**config.mk**
```make
export PLATFORM = sky130hd
export DESIGN_NAME = axi_wa_xbar
export DESIGN_NICKNAME = d
export VERILOG_FILES = /design/src/rtl/axi_wa_xbar.sv
export SDC_FILE = /design/constraint.sdc
export NUM_CORES = 1
export LEC_CHECK = 0
export BUFFER_PORTS_ARGS = -buffer_cell sky130_fd_sc_hd__buf_2
export CORE_MARGIN = 5
export CORE_UTILIZATION = 39
export DETAILED_ROUTE_END_ITERATION = 10
export GPL_TIMING_DRIVEN = 0
export HOLD_SLACK_MARGIN = 0.03
export PLACE_DENSITY = 0.85
export SETUP_SLACK_MARGIN = 0.1
export SKIP_LAST_GASP = 1
export SLEW_MARGIN = 30
export SYNTH_ARGS = -nofsm -noshare
export SYNTH_HDL_FRONTEND = slang
export SYNTH_SLANG_ARGS = --single-unit
```
**constraint.sdc**
```tcl
create_clock -name clk -period 1.6 [get_ports clk]
set_input_delay 0.24 -clock clk [delete_from_list [all_inputs] [get_ports clk]]
set_output_delay 0.24 -clock clk [all_outputs]
set_load 0.02 [all_outputs]
```
**src/rtl/axi_wa_xbar.sv**
```systemverilog
// axi_wa_xbar: AXI write-address crossbar, NUM_M masters to NUM_S slaves.
//
// A round-robin arbiter grants one master in IDLE. Its address is decoded
// against per-slave base/mask pairs, and its payload is captured into a
// register slice that drives the shared slave bus. The channel stays locked
// until the W router reports the burst's last beat. The locked route is
// published for the W and B routers.
//
// Ports:
//   clk, rst                     clock, async active-high reset
//   aw*_m, awvalid_m, awready_m  per-master AW channel (packed per master)
//   aw*_s, awvalid_s, awready_s  shared slave payload, per-slave valid/ready
//   w_last_done                  last W beat of the locked burst handshaked
//   route_valid/route_m/route_s  locked route (route_s == NUM_S is DECERR)
//
// awready_m is the only combinational output. The master handshake
// completes in the grant cycle.
//
// Build option: define AXI_WA_DECERR_EN to accept unmapped addresses as
// DECERR, with no slave AWVALID. Without it, unmapped addresses go to slave
// NUM_S-1.

module axi_wa_xbar #(
    parameter int unsigned NUM_M  = 2,
    parameter int unsigned NUM_S  = 6,
    parameter int unsigned ADDR_W = 32,
    parameter int unsigned ID_W   = 4,
    parameter int unsigned LEN_W  = 4,
    parameter int unsigned SIZE_W = 3,
    parameter logic [NUM_S*ADDR_W-1:0] SLV_BASE = {
        32'h5000_0000, 32'h4000_0000, 32'h3000_0000,
        32'h2000_0000, 32'h1000_0000, 32'h0000_0000},
    parameter logic [NUM_S*ADDR_W-1:0] SLV_MASK = {
        32'hF000_0000, 32'hF000_0000, 32'hF000_0000,
        32'hF000_0000, 32'hF000_0000, 32'hF000_0000}
) (
    input  logic                     clk,
    input  logic                     rst,
    input  logic [NUM_M*ID_W-1:0]    awid_m,
    input  logic [NUM_M*ADDR_W-1:0]  awaddr_m,
    input  logic [NUM_M*LEN_W-1:0]   awlen_m,
    input  logic [NUM_M*SIZE_W-1:0]  awsize_m,
    input  logic [NUM_M*2-1:0]       awburst_m,
    input  logic [NUM_M-1:0]         awvalid_m,
    output logic [NUM_M-1:0]         awready_m,
    output logic [ID_W+3:0]          awid_s,
    output logic [ADDR_W-1:0]        awaddr_s,
    output logic [LEN_W-1:0]         awlen_s,
    output logic [SIZE_W-1:0]        awsize_s,
    output logic [1:0]               awburst_s,
    output logic [NUM_S-1:0]         awvalid_s,
    input  logic [NUM_S-1:0]         awready_s,
    input  logic                     w_last_done,
    output logic                     route_valid,
    output logic [3:0]               route_m,
    output logic [4:0]               route_s
);

    localparam int unsigned IDS_W = ID_W + 4;
    localparam int unsigned MI_W  = 4;
    localparam int unsigned SI_W  = 5;

    typedef enum logic [1:0] {IDLE, ADDR, DATA} state_t;

    typedef struct packed {
        logic [IDS_W-1:0]  id;
        logic [ADDR_W-1:0] addr;
        logic [LEN_W-1:0]  len;
        logic [SIZE_W-1:0] size;
        logic [1:0]        burst;
    } aw_t;

    state_t            state_q, state_d;
    logic [MI_W-1:0]   rr_ptr_q, rr_ptr_d;
    logic [MI_W-1:0]   gnt_q, gnt_d;
    logic [SI_W-1:0]   sel_q, sel_d;
    aw_t               aw_q, aw_d;
    logic [NUM_S-1:0]  awvalid_s_q, awvalid_s_d;
    logic              route_valid_q, route_valid_d;

    logic              gnt_vld;
    logic [MI_W-1:0]   gnt_idx;
    int unsigned       arb_dist;
    int unsigned       best_dist;

    logic [ID_W-1:0]   req_id;
    logic [ADDR_W-1:0] req_addr;
    logic [LEN_W-1:0]  req_len;
    logic [SIZE_W-1:0] req_size;
    logic [1:0]        req_burst;

    logic              dec_hit;
    logic [SI_W-1:0]   dec_sel;

    // Round-robin: the requester closest after rr_ptr (cyclically) wins.
    always_comb begin : arb
        gnt_vld   = 1'b0;
        gnt_idx   = '0;
        best_dist = NUM_M;
        arb_dist  = 0;
        for (int j = 0; j < NUM_M; j++) begin
            arb_dist = (unsigned'(j) + 2 * NUM_M - 32'(rr_ptr_q) - 1) % NUM_M;
            if (awvalid_m[j] && (arb_dist < best_dist)) begin
                best_dist = arb_dist;
                gnt_idx   = MI_W'(j);
                gnt_vld   = 1'b1;
            end
        end
    end

    // Select the granted master's payload.
    always_comb begin : req_mux
        req_id    = '0;
        req_addr  = '0;
        req_len   = '0;
        req_size  = '0;
        req_burst = '0;
        for (int j = 0; j < NUM_M; j++) begin
            if (gnt_idx == MI_W'(j)) begin
                req_id    = awid_m[j*ID_W +: ID_W];
                req_addr  = awaddr_m[j*ADDR_W +: ADDR_W];
                req_len   = awlen_m[j*LEN_W +: LEN_W];
                req_size  = awsize_m[j*SIZE_W +: SIZE_W];
                req_burst = awburst_m[j*2 +: 2];
            end
        end
    end

    // Address decode. Scan downward so the lowest matching slave is kept.
    always_comb begin : decode
        dec_hit = 1'b0;
        dec_sel = '0;
        for (int s = NUM_S - 1; s >= 0; s--) begin
            if ((req_addr & SLV_MASK[s*ADDR_W +: ADDR_W]) ==
                (SLV_BASE[s*ADDR_W +: ADDR_W] & SLV_MASK[s*ADDR_W +: ADDR_W])) begin
                dec_hit = 1'b1;
                dec_sel = SI_W'(s);
            end
        end
    end

    // Master ready is granted in IDLE only. It is masked by rst so the
    // output drops as soon as reset asserts.
    always_comb begin : master_ready
        awready_m = '0;
        if (!rst && (state_q == IDLE) && gnt_vld) begin
            awready_m = NUM_M'(1) << gnt_idx;
        end
    end

    // Next-state and registered-output logic.
    always_comb begin : fsm_next
        state_d       = state_q;
        rr_ptr_d      = rr_ptr_q;
        gnt_d         = gnt_q;
        sel_d         = sel_q;
        aw_d          = aw_q;
        awvalid_s_d   = awvalid_s_q;
        route_valid_d = route_valid_q;
        case (state_q)
            IDLE: begin
                if (gnt_vld) begin
                    rr_ptr_d   = gnt_idx;
                    gnt_d      = gnt_idx;
                    aw_d.id    = {gnt_idx, req_id};
                    aw_d.addr  = req_addr;
                    aw_d.len   = req_len;
                    aw_d.size  = req_size;
                    aw_d.burst = req_burst;
                    if (dec_hit) begin
                        sel_d       = dec_sel;
                        awvalid_s_d = NUM_S'(1) << dec_sel;
                        state_d     = ADDR;
                    end else begin
`ifdef AXI_WA_DECERR_EN
                        sel_d         = SI_W'(NUM_S);
                        route_valid_d = 1'b1;
                        state_d       = DATA;
`else
                        sel_d       = SI_W'(NUM_S - 1);
                        awvalid_s_d = NUM_S'(1) << (NUM_S - 1);
                        state_d     = ADDR;
`endif
                    end
                end
            end
            ADDR: begin
                if (|(awvalid_s_q & awready_s)) begin
                    awvalid_s_d   = '0;
                    route_valid_d = 1'b1;
                    state_d       = DATA;
                end
            end
            DATA: begin
                if (w_last_done) begin
                    route_valid_d = 1'b0;
                    state_d       = IDLE;
                end
            end
            default: state_d = IDLE;
        endcase
    end

    // State and output registers.
    always_ff @(posedge clk or posedge rst) begin
        if (rst) begin
            state_q       <= IDLE;
            rr_ptr_q      <= MI_W'(NUM_M - 1);
            gnt_q         <= '0;
            sel_q         <= '0;
            aw_q          <= '0;
            awvalid_s_q   <= '0;
            route_valid_q <= 1'b0;
        end else begin
            state_q       <= state_d;
            rr_ptr_q      <= rr_ptr_d;
            gnt_q         <= gnt_d;
            sel_q         <= sel_d;
            aw_q          <= aw_d;
            awvalid_s_q   <= awvalid_s_d;
            route_valid_q <= route_valid_d;
        end
    end

    assign awid_s      = aw_q.id;
    assign awaddr_s    = aw_q.addr;
    assign awlen_s     = aw_q.len;
    assign awsize_s    = aw_q.size;
    assign awburst_s   = aw_q.burst;
    assign awvalid_s   = awvalid_s_q;
    assign route_valid = route_valid_q;
    assign route_m     = gnt_q;
    assign route_s     = sel_q;

endmodule

```
Word-level counts from Yosys, hierarchy flattened:

Cells that the tools add are included.

* input bits: 101
* output and inout bits: 67
* latch bits: 0
* register bits: 62
* memories kept: 0
* memory bits (writable): 0
* ROM bits: 0
* word-level logic and storage cells: 85

* $mul: 0
* $add $sub $neg: 4
* div/mod/pow operators: 0
* reduce and logical (&&, ||, !) cells: 15
* equality and inequality tests: 11
* bitwise logic cells: 1
* shift operators: 2
* $lt $le $gt $ge: 2
* muxes and demuxes: 39

Operator list (count)
* 32-bit two-way mux: 2
* 32-bit logical NOT: 1
* 1-bit by 32-bit less-than comparator with 1-bit output: 1
* 5-bit two-way mux: 6
* 6-bit two-way mux: 3
* 4-bit two-way mux: 4
* 2-bit two-way mux: 7
* 6-bit case mux with 2 select lines: 1
* 1-bit two-way mux: 11
* 3-bit two-way mux: 3
* 3-bit AND reduction: 3
* 4-bit by 2-bit equality test with 1-bit output, second input constant: 2
* 4-bit by 3-bit equality test with 1-bit output, second input constant: 2
* 6-bit bitwise AND: 1
* 2-bit inequality test, second input constant: 3
* 2-bit case mux with 3 select lines: 1
* 6-bit OR reduction: 1
* 1-bit by 5-bit left shift with 6-bit output, first input constant: 1
* 4-bit by 1-bit equality test with 1-bit output, second input constant: 1
* 1-bit logical AND: 4
* 4-bit logical NOT: 1
* 2-bit nonzero test: 2
* 2-bit by 1-bit equality test with 1-bit output, second input constant: 1
* 2-bit equality test, second input constant: 1
* 9 further kinds: 11

Longest topological paths before layout:

Gate-level depths: netlist (run 1).

* depth after elaboration: 22
* gate-level depth with buffers: 6
* mapped depth without buffers: 4

Worst setup path after synthesis (run 1):

No wires, ideal clock.

* path type: register to output
* start point: register rr_ptr_q[0]
* end point: output awready_m[1]
* slack: 0.060 ns
* arrival: 1.300 ns
* buffers on the path: 2
* cell stages (with the launch flop): 6
* data required time: 1.360 ns
* cells stage by stage: dfstp_2 -> a21boi_4 -> buf_6 -> nand2_2 -> buf_2 -> nor2_1

* longest elaborated chain between the ends: 10

RTL lines
* start: declaration: line 74 `logic [MI_W-1:0] rr_ptr_q, rr_ptr_d;`
* start signal: assignment: line 208 `rr_ptr_q <= MI_W'(NUM_M - 1);`
* start signal: assignment: line 216 `rr_ptr_q <= rr_ptr_d;`
* 1-bit subtractor (2 in series): line 102 `arb_dist = (unsigned'(j) + 2 * NUM_M - 32'(rr_ptr_q) - 1) % NUM_M;`
* 1-bit by 2-bit less-than comparator with 1-bit output: line 103 `if (awvalid_m[j] && (arb_dist < best_dist)) begin`
* 1-bit logical AND: line 103
* 2-bit two-way mux: line 103
* 1-bit by 32-bit less-than comparator with 1-bit output: line 103
* 1-bit logical AND: line 103
* 1-bit two-way mux: line 103
* 1-bit by 1-bit left shift with 2-bit output or 1-bit logical AND (tied branches): line 147, 146
* 2-bit two-way mux *: line 146 `if (!rst && (state_q == IDLE) && gnt_vld) begin`
* end: declaration: line 45 `output logic [NUM_M-1:0] awready_m,`

Every way passes the cells marked *; elsewhere a longest branch is shown, timed or not.

Final worst setup path (run 1):

* start point: register state_q[1]
* end point: output awready_m[1]

* longest elaborated chain between the ends: 4

RTL lines
* start: declaration: line 73 `state_t state_q, state_d;`
* start signal: assignment: line 215 `state_q <= state_d;`
* 2-bit logical NOT: line 146
* 1-bit logical AND (2 in series): line 146
* 2-bit two-way mux: line 146

No other way between the ends.

==> results.py, run 1 <==
metrics = {
    "setup_path": {
        "cp_num_buf_inv": 3,
        "timing.critical_path.slowest_cell_delay_ps": 420,
        "cell_chain_of_the_critical_path": "nor2_4, buf_6, nand2_8, buf_6, nor2_4, buf_6",
        "reg2reg_slack_ps": -50,
        "critPathRequiredTime_ps": 1360,
        "r2r-end": "awvalid_s[5]",
        "category_of_the_worst_setup_path_capture_point": "primary output",
        "crit-reg2reg-launch": "rr_ptr_q[0]",
        "path_max_fanout": 4,
        "max_stage_delay_cell_worst_path": "sky130_fd_sc_hd__dfrtp_1",
        "critical_path_arrival_ps": 1480,
        "critPathTopFamily": "flip-flops",
        "critical_path_cell_count": 6,
        "worst_r2r_path_depth": 5,
        "timing.critical_path.from_type": "flop",
        "timing.critical_path.mode_cell": "sky130_fd_sc_hd__buf_6",
        "timing_worst_setup_path_type": "reg -> out",
    },
    "cells_and_area": {
        "antenna_diodes": 0,
        "nFillCells": 578,
        "layout-drive-gt1-share_pct": 47.9,
        "design.final.nets": 572,
        "area_growth_pct": 52.2,
    },
    "clock_network": {
        "cts_tree": "built",
        "clockBufferDepth": 2,
        "tritoncts_num_sinks": 59,
        "skew_pair_late_insertion_delay_ps": 340,
        "cts_htree_levels": 3,
        "cts_inserted_buffers": 9,
        "cts.root.buffer_cell": "sky130_fd_sc_hd__clkbuf_8",
        "cts.reportedPaths.clkPinSlew_ps": 80,
    },
    "synthesis": {
        "synth-async-reset-ratio_pct": 100,
        "synth_flop_type": "sky130_fd_sc_hd__dfrtp_1",
        "yosys_warnings": 0,
        "synth_area_per_cell_um2": 10.1,
        "yosys.cell_types.count": 35,
        "post_synthesis_cell_count": 277,
        "ys_top_cells_by_count": "sky130_fd_sc_hd__dfrtp_1, sky130_fd_sc_hd__nor2_1, sky130_fd_sc_hd__nand2_1",
        "synthDominantAreaCellType": "sky130_fd_sc_hd__dfrtp_1",
        "synth_area_leaders": "sky130_fd_sc_hd__dfrtp_1, sky130_fd_sc_hd__mux2i_1, sky130_fd_sc_hd__o21ai_0",
        "post_synthesis_instance_area_um2": 2790,
        "postSynthRegisterBits": 59,
        "ys_seq_area_share_pct": 53.1,
        "synth_most_common_cell": "sky130_fd_sc_hd__dfrtp_1",
        "post-synth-top-area-fraction_pct": 52.1,
        "synth_enable_flop_cells": 0,
    },
    "global_routing": {
        "grt_pass1_vias": 2893,
        "grt_pass1_wl_um": 13300,
        "overflow": 0,
        "antenna_found_initial": 0,
        "pin_count_of_the_biggest_net_entering_global_routing": 31,
        "grt_use_total_pct": 19.1,
    },
    "power_and_ir_drop": {
        "power.switching_fraction_pct": 43.0,
        "p_switching_mw": 3.47,
        "internal_power_mw": 4.60,
        "cellPowerDensity_nw_per_um2": 1900,
        "power_frac_comb_pct": 51.1,
        "power.share.clock_pct": 16.8,
        "max-vdd-ir-drop_v": 0.000967,
        "share_seq_of_total_power_pct": 32.1,
        "p_leak_nw": 2.18,
    },
    "floorplan": {
        "die-area_um2": 8930,
        "floorplan.rows": 30,
        "floorplan.die.width_um": 94.5,
        "floorplan.initialDensity_pct": 40.5,
        "die_h_um": 94.5,
        "design.core.area_um2": 6870,
        "num_io_pins": 168,
    },
    "sta": {
        "timing_hold_violations_final": 0,
        "postLayoutSetupSlackWorst_ps": -118,
        "clock_skew_ps": 15.3,
        "hold-worst-slack_ps": 140,
        "final.period_utilization_pct": 107,
        "setup_viol": 6,
        "final_max_slew_viol_count": 0,
        "layout_min_cycle_time_ps": 1720,
        "grt_setup_unrepaired": "true",
        "fin_tns_setup_ps": -313,
        "clock.fmax_ghz": 0.582,
    },
    "routing": {
        "avgViaCountPerCell": 4.83,
        "post_drt_wl_per_cell_um": 14.8,
        "route.detailed.drc": 0,
        "drt_iter0_drc": 88,
        "first_pass_iters": 4,
        "postRouteAntennaNets": 0,
        "routed_wirelength_um": 8440,
        "route.vias.total": 2760,
    },
    "min_path": {
        "min_from": "awaddr_m[59]",
        "timing.hold.worst_endpoint": "awaddr_s[27]",
        "hold_path_class": "in -> reg",
        "hold_path_depth": 3,
    },
    "placed_design": {
        "buffer_ports.inserted": 159,
        "routability_congestion": 0.837,
        "dp_hpwl_um": 6340,
    },
    "job": {
        "drv.max_cap_violation_count": 0,
    },
    "run_status": {
        "violations": "setup timing",
        "status": "finished with violations",
    },
}
==> power groups by stage <==
stage / registers [mW] / clock network (mW) / logic, mW
6_report: 2.59 / 1.36 / 4.12
5_1_grt: 2.68 / 1.46 / 4.48
4_1_cts: 2.59 / 1.37 / 3.92
3_5_place_dp: 2.61 / 0 / 3.61
3_3_place_gp: 2.57 / 0 / 3.51
2_1_floorplan: 3.39 / 0 / 1.52
==> how the worst max path moves through the flow <==
stage               slack (ps)      endpoint    startpoint
floorplan                  120  awready_m[0]    state_q[1]
detailed placement        -160  awburst_s[0]  awvalid_m[0]
CTS                        -90  awready_m[1]    state_q[0]
global placement          -130  awaddr_s[28]  awvalid_m[0]
finish                    -120  awready_m[1]    state_q[1]
global route              -170  awready_m[1]    state_q[1]
==> worst min-delay path, stage by stage <==
cell and delay, ps:
sky130_fd_sc_hd__buf_2 70, sky130_fd_sc_hd__o22ai_1 50, sky130_fd_sc_hd__nor2_1 80
==> routing by layer <==
metal	vias to the layer above	wire, um	track usage (%)
li1	1341	-	-
met1	1287	3330	22.9
met2	116	4210	32.0
met3	16	692	5.26
met4	0	214	8.77
met5	-	0	0
==> sequential cells by signal, summed over array words and instances, names as in the netlist, 2 cells and up <==
name / count
awaddr_s: 32
awburst_s: 2
awid_s: 4
awlen_s: 4
awsize_s: 3
awvalid_s: 6
route_s: 3
state_q: 2
==> cell type report <==
type,instances,area (um^2),share of cell area (%)
Inverter,4,18.8,0.443
Multi-Input combinational cell,198,1250,29.5
Buffer,23,210,4.96
Tap cell,96,120,2.83
Sequential cell,59,1480,34.9
Clock inverter,4,50.0,1.18
Clock buffer,12,145,3.42
Timing Repair Buffer,176,967,22.8
==> cells in the final DEF (no fill, tap or decap), types with 3 or more instances in the layout <==
cell,instances
sky130_fd_sc_hd__a22o_1,6
sky130_fd_sc_hd__a22oi_1,3
sky130_fd_sc_hd__buf_12,4
sky130_fd_sc_hd__buf_2,157
sky130_fd_sc_hd__buf_4,22
sky130_fd_sc_hd__buf_6,7
sky130_fd_sc_hd__clkbuf_1,4
sky130_fd_sc_hd__clkbuf_2,4
sky130_fd_sc_hd__clkbuf_8,10
sky130_fd_sc_hd__clkinvlp_4,3
sky130_fd_sc_hd__conb_1,8
sky130_fd_sc_hd__dfrtp_1,58
sky130_fd_sc_hd__inv_1,3
sky130_fd_sc_hd__mux2i_1,27
sky130_fd_sc_hd__nand2_1,36
sky130_fd_sc_hd__nand3_1,3
sky130_fd_sc_hd__nor2_1,36
sky130_fd_sc_hd__o21ai_0,23
sky130_fd_sc_hd__o21ai_1,10
sky130_fd_sc_hd__o22ai_1,15
==> timing repair <==
action,4_1_cts,5_1_grt
endpoints found under the setup margin,51,53
gates resized for setup,22,34
endpoints found under the hold margin,2,0
hold buffers,1,0
pin swaps,8,3
buffers inserted,10,4
==> metrics by stage <==
step	utilization [%]	setup WS, ps	instance area (um^2)	power [mW]	std cells
final	61.7	-118	4240	8.07	572
after global routing	61.7	-171	4240	8.63	572
after CTS	60.2	-90.9	4140	7.89	568
after detailed placement	54.9	-162	3770	6.22	541
after global placement	54.4	-126	3730	6.08	539
after floorplan	-	120	2820	4.91	284
==> cells by family after synthesis <==
kind of cell / Yosys count / share of synthesized area (%)
buf+inv: 27 / 5.93
simple gates: 86 / 12.8
flops: 59 / 53.1
mux: 32 / 11.6
compound gates: 72 / 16.4
other cells: 1 / 0.135
(Power assumes the default switching activity.)
==> inputs of run 2 (changes only) <==
- CELL_PAD_IN_SITES_DETAIL_PLACEMENT: unset -> 1
- CELL_PAD_IN_SITES_GLOBAL_PLACEMENT: unset -> 1
- CORE_UTILIZATION: 39 -> 28
- PLACE_DENSITY: 0.85 -> 0.86
==> run 2 against run 1 <==
Total power grew 4.2%. Wire length increased by 25%. Register-to-register slack improved by 30 ps. The run still ends with setup timing left.
==> results.py, run 2 (synthesis gave the netlist of run 1 again) <==
metrics = {
    "global_routing": {
        "pin_count_of_the_biggest_net_entering_global_routing": 24,
        "grt_use_total_pct": 16.7,
        "overflow": 0,
        "antenna_found_initial": 0,
        "groute.layer.met1.usage_pct": 19.0,
        "grt_pass1_wl_um": 15400,
        "grt_use_met2_pct": 30.6,
        "grtUsageMet3_pct": 3.23,
        "grt_pass1_vias": 3106,
        "gr-max-usage-layer": "met2",
    },
    "min_path": {
        "timing.hold.worst_endpoint": "awaddr_s[17]",
        "hold_path_class": "in -> reg",
        "min_from": "awaddr_m[49]",
        "hold_path_depth": 3,
    },
    "sta": {
        "layout_min_cycle_time_ps": 1660,
        "timing_hold_violations_final": 0,
        "fin_tns_setup_ps": -122,
        "setup_viol": 5,
        "postLayoutSetupSlackWorst_ps": -59.9,
        "grt_setup_unrepaired": "true",
        "clock.fmax_ghz": 0.602,
        "final_max_slew_viol_count": 0,
        "clock_skew_ps": 6.35,
        "final.period_utilization_pct": 104,
    },
    "clock_network": {
        "cts_inserted_buffers": 9,
        "cts.reportedPaths.clkPinSlew_ps": 70,
        "cts_tree": "built",
        "cts_htree_levels": 3,
        "tritoncts_num_sinks": 59,
        "skew_pair_late_insertion_delay_ps": 340,
        "clockBufferDepth": 2,
        "cts.root.buffer_cell": "sky130_fd_sc_hd__clkbuf_8",
    },
    "placed_design": {
        "place_inst": 578,
        "buffer_ports.inserted": 159,
        "dp_hpwl_um": 7640,
        "routability_congestion": 0.808,
        "dp_slack_ps": -196,
    },
    "routing": {
        "route.vias.total": 2852,
        "route.detailed.drc": 0,
        "postRouteAntennaNets": 0,
        "avgViaCountPerCell": 4.64,
        "post_drt_wl_per_cell_um": 17.2,
        "routed_wirelength_um": 10600,
        "drt_iter0_drc": 98,
        "first_pass_iters": 4,
    },
    "setup_path": {
        "crit-reg2reg-launch": "state_q[1]",
        "reg2reg_slack_ps": -20,
        "timing_worst_setup_path_type": "reg -> out",
        "r2r-end": "route_s[2]",
        "worst_r2r_path_depth": 6,
        "cell_chain_of_the_critical_path": "nor2_4, o211ai_4, buf_6, nor2_4, buf_6",
        "critical_path.startpoint": "state_q[1]",
        "path_max_fanout": 4,
        "category_of_the_worst_setup_path_capture_point": "primary output",
        "critical_path_arrival_ps": 1420,
        "timing.critical_path.slowest_cell_delay_ps": 440,
        "critPathRequiredTime_ps": 1360,
        "max_stage_delay_cell_worst_path": "sky130_fd_sc_hd__dfrtp_2",
        "timing.critical_path.from_type": "flop",
    },
    "cells_and_area": {
        "mostFrequentLayoutCell": "sky130_fd_sc_hd__buf_2",
        "largest_register_ff_count": 32,
        "design.final.nets": 577,
        "final_cell_count_no_fill": 614,
        "area_growth_pct": 60.4,
        "commonest_cells_after_routing_fill_and_taps_aside": "sky130_fd_sc_hd__buf_2, sky130_fd_sc_hd__dfrtp_1, sky130_fd_sc_hd__nand2_1, sky130_fd_sc_hd__nor2_1, sky130_fd_sc_hd__mux2i_1",
        "layout-drive-gt1-share_pct": 50.7,
        "antenna_diodes": 0,
        "nFillCells": 1171,
    },
    "job": {
        "drv.max_cap_violation_count": 0,
    },
    "floorplan": {
        "design.core.area_um2": 9730,
        "num_io_pins": 168,
        "die-area_um2": 12000,
        "floorplan.die.width_um": 110,
        "floorplan.initialDensity_pct": 28.6,
        "die_h_um": 110,
        "floorplan.rows": 36,
    },
    "power_and_ir_drop": {
        "cellPowerDensity_nw_per_um2": 1880,
        "max-vdd-ir-drop_v": 0.000540,
        "p_leak_nw": 2.23,
        "fin_total_pwr_mw": 8.41,
    },
    "run_status": {
        "violations": "setup timing",
        "status": "finished with violations",
    },
}
-- run 2: final cells by class --
| cell class | count | area (um^2) | area share (%) |
|---|---|---|---|
| timing repair buffer | 182 | 1080 | 24.2 |
| buffer | 22 | 235 | 5.26 |
| clock inverter | 3 | 15.0 | 0.336 |
| sequential | 59 | 1480 | 33.1 |
| multi-input combinational | 198 | 1330 | 29.8 |
| inverter | 4 | 18.8 | 0.420 |
| clock buffer | 13 | 139 | 3.11 |
| tap | 133 | 166 | 3.72 |
-- run 2: critical path, delay by kind of cell, from the launching register on --
| family | cells | cell delay [ps] |
|---|---|---|
| AND/OR/NAND/NOR | 2 | 280 |
| flip-flops | 1 | 440 |
| buffers and inverters | 2 | 250 |
| AO/OA/AOI/OAI | 1 | 110 |
-- run 2: worst max-delay path by stage --
stage	slack, ps	cells after the start	to
6_report	-60	5	awready_m[0]
4_1_cts	-100	6	awready_m[1]
3_5_place_dp	-200	4	awaddr_s[28]
3_3_place_gp	-150	4	awaddr_s[28]
2_1_floorplan	120	4	awready_m[0]
5_1_grt	-120	5	awready_m[0]
-- run 2: repair_timing --
action / in CTS / in global routing
pin swaps: 9 / 12
endpoints found under the setup margin: 53 / 55
endpoints found under the hold margin: 19 / 0
gates resized for setup: 40 / 65
gates cloned: 0 / 2
buffers inserted: 13 / 7
hold buffers: 1 / 0
-- run 2: through the flow --
stage / area (um^2) / utilization (%) / hold WS (ps)
5_1_grt: 4470 / 45.9 / 148
2_1_floorplan: 2820 / - / 339
4_1_cts: 4240 / 43.6 / 126
3_3_place_gp: 3780 / 38.9 / 459
3_5_place_dp: 3830 / 39.4 / 329
6_report: 4470 / 45.9 / 146
-- run 2: per-layer routing --
metal	part of all wire (%)	vias to the layer above
met5	0	-
met4	1.1	0
met3	5.8	8
li1	-	1352
met2	54	94
met1	39	1398
-- run 2: power breakdown --
group | switching, mW | internal (mW) | leakage [nW]
logic | 2.73 | 1.92 | 1.45
registers | 0.419 | 2.21 | 0.704
clock network | 0.585 | 0.556 | 0.0812
total | 3.73 | 4.68 | 2.23
